`config.mk`:
```
export PLATFORM = sky130hd
export DESIGN_NAME = conv_output_writer_flat
export DESIGN_NICKNAME = d
export VERILOG_FILES = /design/src/rtl/conv_output_writer_pkg.sv /design/src/rtl/conv_output_writer_if.sv /design/src/rtl/conv_output_writer_adder.sv /design/src/rtl/conv_output_writer_out_result_fifo.sv /design/src/rtl/conv_output_writer.sv /design/src/flat_wrapper.sv
export SDC_FILE = /design/constraint.sdc
export NUM_CORES = 1
export LEC_CHECK = 0
export ABC_AREA = 1
export BUFFER_PORTS_ARGS = -buffer_cell sky130_fd_sc_hd__buf_2
export CORE_UTILIZATION = 50
export DETAILED_ROUTE_END_ITERATION = 8
export GPL_TIMING_DRIVEN = 0
export PLACE_DENSITY = 0.7
export SLEW_MARGIN = 10
export SYNTH_ARGS = -nofsm -noshare
export SYNTH_HDL_FRONTEND = slang
export SYNTH_SLANG_ARGS = --single-unit
```
`constraint.sdc`:
```
create_clock -name clk -period 3.6 [get_ports clk]
set_input_delay 0.72 -clock clk [delete_from_list [all_inputs] [get_ports clk]]
set_output_delay 0.72 -clock clk [all_outputs]
set_load 0.03 [all_outputs]
```
`src/rtl/conv_output_writer_pkg.sv`:
```
// Shared configuration, result record and requantization helpers for the
// convolution output writer.
package conv_output_writer_pkg;

    typedef struct packed {
        int unsigned io_data_width;
        int unsigned accumulation_width;
        int unsigned feature_map_width;
        int unsigned feature_map_height;
        int unsigned output_nb_channels;
        int unsigned fifo_depth;
    } config_t;

    localparam config_t CFG = '{
        io_data_width:      16,
        accumulation_width: 32,
        feature_map_width:  128,
        feature_map_height: 128,
        output_nb_channels: 16,
        fifo_depth:         8
    };

    localparam int IO_W       = int'(CFG.io_data_width);
    localparam int ACC_W      = int'(CFG.accumulation_width);
    localparam int X_W        = $clog2(CFG.feature_map_width);
    localparam int Y_W        = $clog2(CFG.feature_map_height);
    localparam int CH_W       = $clog2(CFG.output_nb_channels);
    localparam int ADDR_W     = X_W + Y_W + CH_W;
    localparam int FIFO_DEPTH = int'(CFG.fifo_depth);
    localparam int SHIFT_W    = 5;

    typedef struct packed {
        logic [IO_W-1:0]   data;
        logic [ADDR_W-1:0] addr;
    } result_t;

    // Saturation bounds expressed at the widened accumulator width.
    localparam logic signed [ACC_W:0] SAT_HI =
        $signed((ACC_W+1)'((64'd1 << (IO_W-1)) - 64'd1));
    localparam logic signed [ACC_W:0] SAT_LO = ~SAT_HI;

    function automatic logic [IO_W-1:0] sat_io(input logic signed [ACC_W:0] v);
        logic signed [ACC_W:0] c;
        c = v;
        if (v > SAT_HI) c = SAT_HI;
        if (v < SAT_LO) c = SAT_LO;
        return c[IO_W-1:0];
    endfunction

    function automatic logic [IO_W-1:0] requant(input logic [ACC_W-1:0]   acc,
                                                input logic [SHIFT_W-1:0] shift,
                                                input logic               relu);
        logic signed [ACC_W:0] v;
        logic [ACC_W:0]        rnd;
        v = (relu && acc[ACC_W-1]) ? '0 : $signed({acc[ACC_W-1], acc});
        if (shift != '0) begin
            rnd = (ACC_W+1)'(1) << (shift - SHIFT_W'(1));
            v   = v + $signed(rnd);
            v   = v >>> shift;
        end
        return sat_io(v);
    endfunction

endpackage

```
`src/rtl/conv_output_writer_if.sv`:
```
// Memory write port: head-of-FIFO result with a valid/ready handshake.
interface conv_output_writer_if;
    import conv_output_writer_pkg::*;

    logic [IO_W-1:0]   wr_data;
    logic [ADDR_W-1:0] wr_addr;
    logic              wr_valid;
    logic              wr_ready;

    modport master (output wr_data, output wr_addr, output wr_valid, input wr_ready);
    modport slave  (input wr_data, input wr_addr, input wr_valid, output wr_ready);

endinterface

```
`src/rtl/conv_output_writer_adder.sv`:
```
// Plain two-operand adder shared across the datapath.
module conv_output_writer_adder #(
    parameter int W = 33
) (
    input  logic [W-1:0] a,
    input  logic [W-1:0] b,
    output logic [W-1:0] sum
);
    assign sum = a + b;
endmodule

```
`src/rtl/conv_output_writer_out_result_fifo.sv`:
```
// Synchronous result FIFO; head is visible combinationally, a push into a full
// FIFO is accepted only when a pop happens in the same cycle.
module out_result_fifo
    import conv_output_writer_pkg::*;
#(
    parameter int DEPTH = FIFO_DEPTH
) (
    input  logic    clk,
    input  logic    arst_n,
    input  logic    clear,
    input  logic    push,
    input  result_t push_data,
    input  logic    pop,
    output result_t head,
    output logic    full,
    output logic    empty
);
    localparam int AW = $clog2(DEPTH);

    logic [AW-1:0] wr_ptr_q, wr_ptr_d;
    logic [AW-1:0] rd_ptr_q, rd_ptr_d;
    logic [AW:0]   count_q, count_d;
    logic          do_push, do_pop;
    result_t       mem [DEPTH];

    assign full  = (count_q == (AW+1)'(DEPTH));
    assign empty = (count_q == '0);
    assign head  = mem[rd_ptr_q];

    always_comb begin
        do_pop   = pop && !empty && !clear;
        do_push  = push && (!full || do_pop) && !clear;
        wr_ptr_d = wr_ptr_q;
        rd_ptr_d = rd_ptr_q;
        count_d  = count_q;
        if (clear) begin
            wr_ptr_d = '0;
            rd_ptr_d = '0;
            count_d  = '0;
        end else begin
            if (do_push) wr_ptr_d = wr_ptr_q + AW'(1);
            if (do_pop)  rd_ptr_d = rd_ptr_q + AW'(1);
            unique case ({do_push, do_pop})
                2'b10:   count_d = count_q + (AW+1)'(1);
                2'b01:   count_d = count_q - (AW+1)'(1);
                default: count_d = count_q;
            endcase
        end
    end

    always_ff @(posedge clk or negedge arst_n) begin
        if (!arst_n) begin
            wr_ptr_q <= '0;
            rd_ptr_q <= '0;
            count_q  <= '0;
        end else begin
            wr_ptr_q <= wr_ptr_d;
            rd_ptr_q <= rd_ptr_d;
            count_q  <= count_d;
        end
    end

    // Storage carries no reset; validity is tracked by count_q alone.
    always_ff @(posedge clk) begin
        if (do_push) mem[wr_ptr_q] <= push_data;
    end

endmodule

```
`src/rtl/conv_output_writer.sv`:
```
// Captures conv results, requantizes them into a stage register and drains them
// through a small FIFO to the memory write port; overflow is flagged, never stalled.
module conv_output_writer
    import conv_output_writer_pkg::*;
(
    input  logic               clk,
    input  logic               arst_n_in,
    input  logic               clear,
    input  logic [SHIFT_W-1:0] shift_amount,
    input  logic               relu_en,
    input  logic [ACC_W-1:0]   in_data,
    input  logic               in_valid,
    input  logic [X_W-1:0]     in_x,
    input  logic [Y_W-1:0]     in_y,
    input  logic [CH_W-1:0]    in_ch,
    conv_output_writer_if.master wr,
    output logic               overflow,
    output logic               empty,
    output logic [31:0]        words_written
);
    logic                  stage_valid_q, stage_valid_d;
    result_t               stage_res_q, stage_res_d;
    logic                  overflow_q, overflow_d;
    logic [31:0]           words_written_q, words_written_d;

    logic signed [ACC_W:0] relu_v;
    logic [ACC_W:0]        round_c;
    logic [ACC_W:0]        round_sum;
    logic signed [ACC_W:0] shifted;

    result_t               fifo_head;
    logic                  fifo_full, fifo_empty;
    logic                  pop_fire, drop;

    always_comb begin
        relu_v  = (relu_en && in_data[ACC_W-1]) ? '0 : $signed({in_data[ACC_W-1], in_data});
        round_c = (shift_amount == '0) ? '0
                                       : ((ACC_W+1)'(1) << (shift_amount - SHIFT_W'(1)));
    end

    conv_output_writer_adder #(.W(ACC_W+1)) u_round_add (
        .a   (relu_v),
        .b   (round_c),
        .sum (round_sum)
    );

    assign shifted = $signed(round_sum) >>> shift_amount;

    out_result_fifo #(.DEPTH(FIFO_DEPTH)) u_fifo (
        .clk       (clk),
        .arst_n    (arst_n_in),
        .clear     (clear),
        .push      (stage_valid_q),
        .push_data (stage_res_q),
        .pop       (wr.wr_ready),
        .head      (fifo_head),
        .full      (fifo_full),
        .empty     (fifo_empty)
    );

    always_comb begin
        pop_fire = wr.wr_valid && wr.wr_ready && !clear;
        // A staged result is lost only if the FIFO is full and nothing leaves it.
        drop     = stage_valid_q && fifo_full && !pop_fire && !clear;

        stage_valid_d   = in_valid && !clear;
        stage_res_d     = stage_res_q;
        if (in_valid) begin
            stage_res_d.data = sat_io(shifted);
            stage_res_d.addr = {in_y, in_x, in_ch};
        end

        overflow_d      = clear ? 1'b0 : (overflow_q || drop);
        words_written_d = clear ? 32'd0 : (words_written_q + 32'(pop_fire));
    end

    always_ff @(posedge clk or negedge arst_n_in) begin
        if (!arst_n_in) begin
            stage_valid_q   <= 1'b0;
            stage_res_q     <= '0;
            overflow_q      <= 1'b0;
            words_written_q <= '0;
        end else begin
            stage_valid_q   <= stage_valid_d;
            stage_res_q     <= stage_res_d;
            overflow_q      <= overflow_d;
            words_written_q <= words_written_d;
        end
    end

    assign wr.wr_valid   = !fifo_empty;
    assign wr.wr_data    = fifo_empty ? '0 : fifo_head.data;
    assign wr.wr_addr    = fifo_empty ? '0 : fifo_head.addr;
    assign overflow      = overflow_q;
    assign empty         = !stage_valid_q && fifo_empty;
    assign words_written = words_written_q;

endmodule
```
`src/flat_wrapper.sv`:
```
// flat-port wrapper written by rule: the top's interface ports become plain ports
module conv_output_writer_flat import conv_output_writer_pkg::*;
  (clk, arst_n_in, clear, shift_amount, relu_en, in_data, in_valid, in_x, in_y, in_ch, overflow, empty, words_written, wr_wr_data, wr_wr_addr, wr_wr_valid, wr_wr_ready);
  conv_output_writer_if wr_i ();
  input  logic clk;
  input  logic arst_n_in;
  input  logic clear;
  input  logic [SHIFT_W-1:0] shift_amount;
  input  logic relu_en;
  input  logic [ACC_W-1:0] in_data;
  input  logic in_valid;
  input  logic [X_W-1:0] in_x;
  input  logic [Y_W-1:0] in_y;
  input  logic [CH_W-1:0] in_ch;
  output logic overflow;
  output logic empty;
  output logic [31:0] words_written;
  output wire logic [$bits(wr_i.wr_data)-1:0] wr_wr_data;
  output wire logic [$bits(wr_i.wr_addr)-1:0] wr_wr_addr;
  output wire logic [$bits(wr_i.wr_valid)-1:0] wr_wr_valid;
  input wire logic [$bits(wr_i.wr_ready)-1:0] wr_wr_ready;
  assign wr_wr_data = wr_i.wr_data;
  assign wr_wr_addr = wr_i.wr_addr;
  assign wr_wr_valid = wr_i.wr_valid;
  assign wr_i.wr_ready = wr_wr_ready;
  conv_output_writer u_core (.clk(clk), .arst_n_in(arst_n_in), .clear(clear), .shift_amount(shift_amount), .relu_en(relu_en), .in_data(in_data), .in_valid(in_valid), .in_x(in_x), .in_y(in_y), .in_ch(in_ch), .wr(wr_i), .overflow(overflow), .empty(empty), .words_written(words_written));
endmodule
```
==> impl_metrics.csv <==
group,metric,value,unit
cts,clkLatencyLatePin,550,ps
setup_path,crit_path_max_fanout,7,
global_routing,grt_max_degree,50,
cts,clockBufferDepth,3,
floorplan,coreArea,0.0388,mm^2
setup_path,cpLargestDelayFamily,"simple AND/OR/NAND/NOR gates",
logic_synthesis,synthTopCellsByArea,"edfxtp_1 41%, nand2_1 12%, dfrtp_1 9.9%, nand3_1 7.4%, nor2_1 7.2%",
setup_path,r2r_end,"u_core.words_written[30]",
sta,relSlewSlack,0.438,
logic_synthesis,synth_compound_area_frac,0.0883,
global_routing,grt_pass1_vias,17700,
sta,worstMarginPinSlew,843,ps
cts,htreeDepth,2,
layout,regArea,0.0101,mm^2
layout,final_core_util,0.646,
hold_path,min_path_type,"in -> async",
setup_path,path_buf_inv,5,
logic_synthesis,synth.mux.area_fraction,0,
floorplan,io_pins,130,
logic_synthesis,syn_nets,2557,
setup_path,reg2reg_slack,-180,ps
drt,drtIter0Drc,1683,
drt,drc,0,
cts,cts_tree,"yes",
power,finalPower,12.7,mW
layout,final_nets,2832,
drt,route.met2.wl,31100,um
power,max-vdd-ir-drop,0.296,mV
cts,clk_pin_slew,70,ps
setup_path,critPathKind,"in -> reg",
layout,fin_cells,3277,
sta,rsz0062_at_grt,"true",
drt,antenna_left,0,
cts,postCtsHoldBufs,0,
logic_synthesis,synth_edf_count,272,
outcome,status,"complete, but fails checks",
cts,cts_sinks,350,
logic_synthesis,yosys.area_share.simple,0.297,
drt,vias,18300,
logic_synthesis,synth_warnings,0,
logic_synthesis,yosysTopAreaCell,"edfxtp_1",
logic_synthesis,synthAdderAreaFrac,0.0261,
setup_path,slowest_delay,380,ps
outcome,failed_checks,"negative setup slack",
layout,fillers,3234,
layout,antenna_cells,0,
layout,fin_area,0.0251,mm^2
logic_synthesis,ys.flop_type,"edfxtp_1",
sta,hold_viol,0,
sta,timing.final.crit_share,1.22,
global_routing,grt_pass1_wl,96100,um
logic_synthesis,synth.top_cell.area_share,0.413,
floorplan,num_rows,72,
layout,multi_input_area,0.00985,mm^2
logic_synthesis,synth_async_sr_flop_share,0.223,
setup_path,critPathArrivalTime,4840,ps
sta,timing.final.max_slew_violations,0,
job,drv_cap,0,
logic_synthesis,synth-xor-area-share,0.00753,
setup_path,required,4040,ps
placement,dp_hpwl,43800,um
global_routing,gr-total-overflow,0,
sta,layout_min_cycle_time,4390,ps
placement,dpl-instance-area,0.0215,mm^2
placement,portBuffers,125,
setup_path,path_common_cell,"nand2_1",
setup_path,cpMaxStageDelayCell,"ha_1",
logic_synthesis,syn_area,0.0198,mm^2
drt,avgViaCountPerCell,5.59,
floorplan,die_y,201,um
logic_synthesis,ys_seq_area_frac,0.512,
global_routing,grt_usage,0.305,
sta,setup_ws,-794,ps
layout,mostFrequentLayoutCells,"522 x nand2_1, 334 x nor2_1, 272 x edfxtp_1",
floorplan,floorplan.die.width,201,um
floorplan,die-area,0.0404,mm^2
drt,wl_met1,25600,um
logic_synthesis,synth_cell_type_count,51,
placement,routabilityCongestion,0.961,
layout,drive_gt1_frac,0.258,
logic_synthesis,synth_seq_cells,350,
setup_path,ff2ff_path_depth,30,
power,p_leak,11.1,nW
drt,wl,62900,um
logic_synthesis,synth_top_family_by_area,"simple AND/OR/NAND/NOR gates",
setup_path,reg2reg_from,"u_core.u_fifo.count_q[1]",
cts,cts_buffers,36,
sta,fin_skew,21.3,ps
setup_path,end_kind,"register",
layout,final_common_cell,"nand2_1",
sta,setup_violations,19,
drt,highest_layer,"met4",
sta,fmax,228,MHz
setup_path,crit_path_start_kind,"primary input",
floorplan,start_util,0.510,
global_routing,antenna_found_initial,0,
logic_synthesis,synthCells,2456,
power,power_density,506,mW/mm^2
cts,clockRootBuffer,"clkbuf_16",
layout,synthToLayoutAreaGrowth,26.8,%
drt,firstDrtPassIters,5,
drt,routedWlPerCell,19.2,um
logic_synthesis,synth_area_per_cell,8.06,um^2
placement,placed_cells_incl_taps,3108,
drt,route.met3.wl,4070,um
metal layers:
layer / track usage / vias up
li1: - / 8732
met1: 0.393 / 8705
met2: 0.525 / 740
met3: 0.0380 / 132
met4: 0.116 / 0
met5: 0 / -
state kept, by name (all words and copies together) (netlist names):
signal / count
u_core.u_fifo.mem: 272
u_core.stage_res_q: 34
u_core.words_written: 32
u_core.u_fifo.count_q: 4
u_core.u_fifo.rd_ptr_q: 3
u_core.u_fifo.wr_ptr_q: 3
u_core.overflow: 1
u_core.stage_valid_q: 1
synth_stat cells, types with 7 or more instances:
cell type  number
a21oi_1        36
a31oi_1        37
buf_1           7
buf_2          13
clkbuf_1       90
dfrtp_1        78
edfxtp_1      272
ha_1           38
inv_1         225
inv_2          11
nand2_1       611
nand2_2        15
nand3_1       293
nand3_2        11
nand4_1         7
nor2_1        377
nor2_2         16
nor3_1         16
o21ai_0       190
o22ai_1        36
xor2_1         11
worst max path at each step:
stage                    startpoint                     end  slack [ps]  depth (start not counted)
global placement    shift_amount[1]  u_core.stage_res_q[32]       -2090                         31
detailed placement  shift_amount[1]  u_core.stage_res_q[32]       -2070                         35
CTS                 shift_amount[0]  u_core.stage_res_q[32]        -740                         36
finish              shift_amount[0]  u_core.stage_res_q[32]        -790                         34
global route        shift_amount[0]  u_core.stage_res_q[29]        -980                         34
floorplan           shift_amount[0]  u_core.stage_res_q[30]        -700                         41
report_power, final:
group / switching [mW] / internal [mW]
registers: 0.152 / 4.53
logic: 3.01 / 1.25
clock network: 1.55 / 2.19
total: 4.71 / 7.98
layout make-up:
type	count	share of cell area
multi-input cells	1751	0.393
inverters	243	0.0382
clock inverters	21	0.00773
clock buffers	45	0.0397
repair inverters	1	0.000299
plain buffers	109	0.0254
well taps	518	0.0258
flip-flops and latches	350	0.403
repair buffers	239	0.0668
stage by stage:
stage                     hold WS, ps  setup TNS [ps]  setup slack (ps)
after floorplan                   424           -9950              -703
after global placement            476         -453990             -2090
after detailed placement          483          -34550             -2070
after CTS                         141          -10600              -736
after global routing              162          -17370              -983
final                             149          -11990              -794
kinds of logic after synthesis:
kind of cell	Yosys count
AND/OR/NAND/NOR	1375
buffers and inverters	355
flip-flops	350
AO/OA/AOI/OAI	318
adder cells (fa/ha/maj)	40
XOR/XNOR	17
other	1
what timing repair did:
action,CTS,global route
gates resized for setup,153,269
pin swaps,61,116
endpoints found under the setup margin,60,44
cloned,3,0
buffers inserted,68,48
Note: power is estimated with default switching activity, not from simulation.
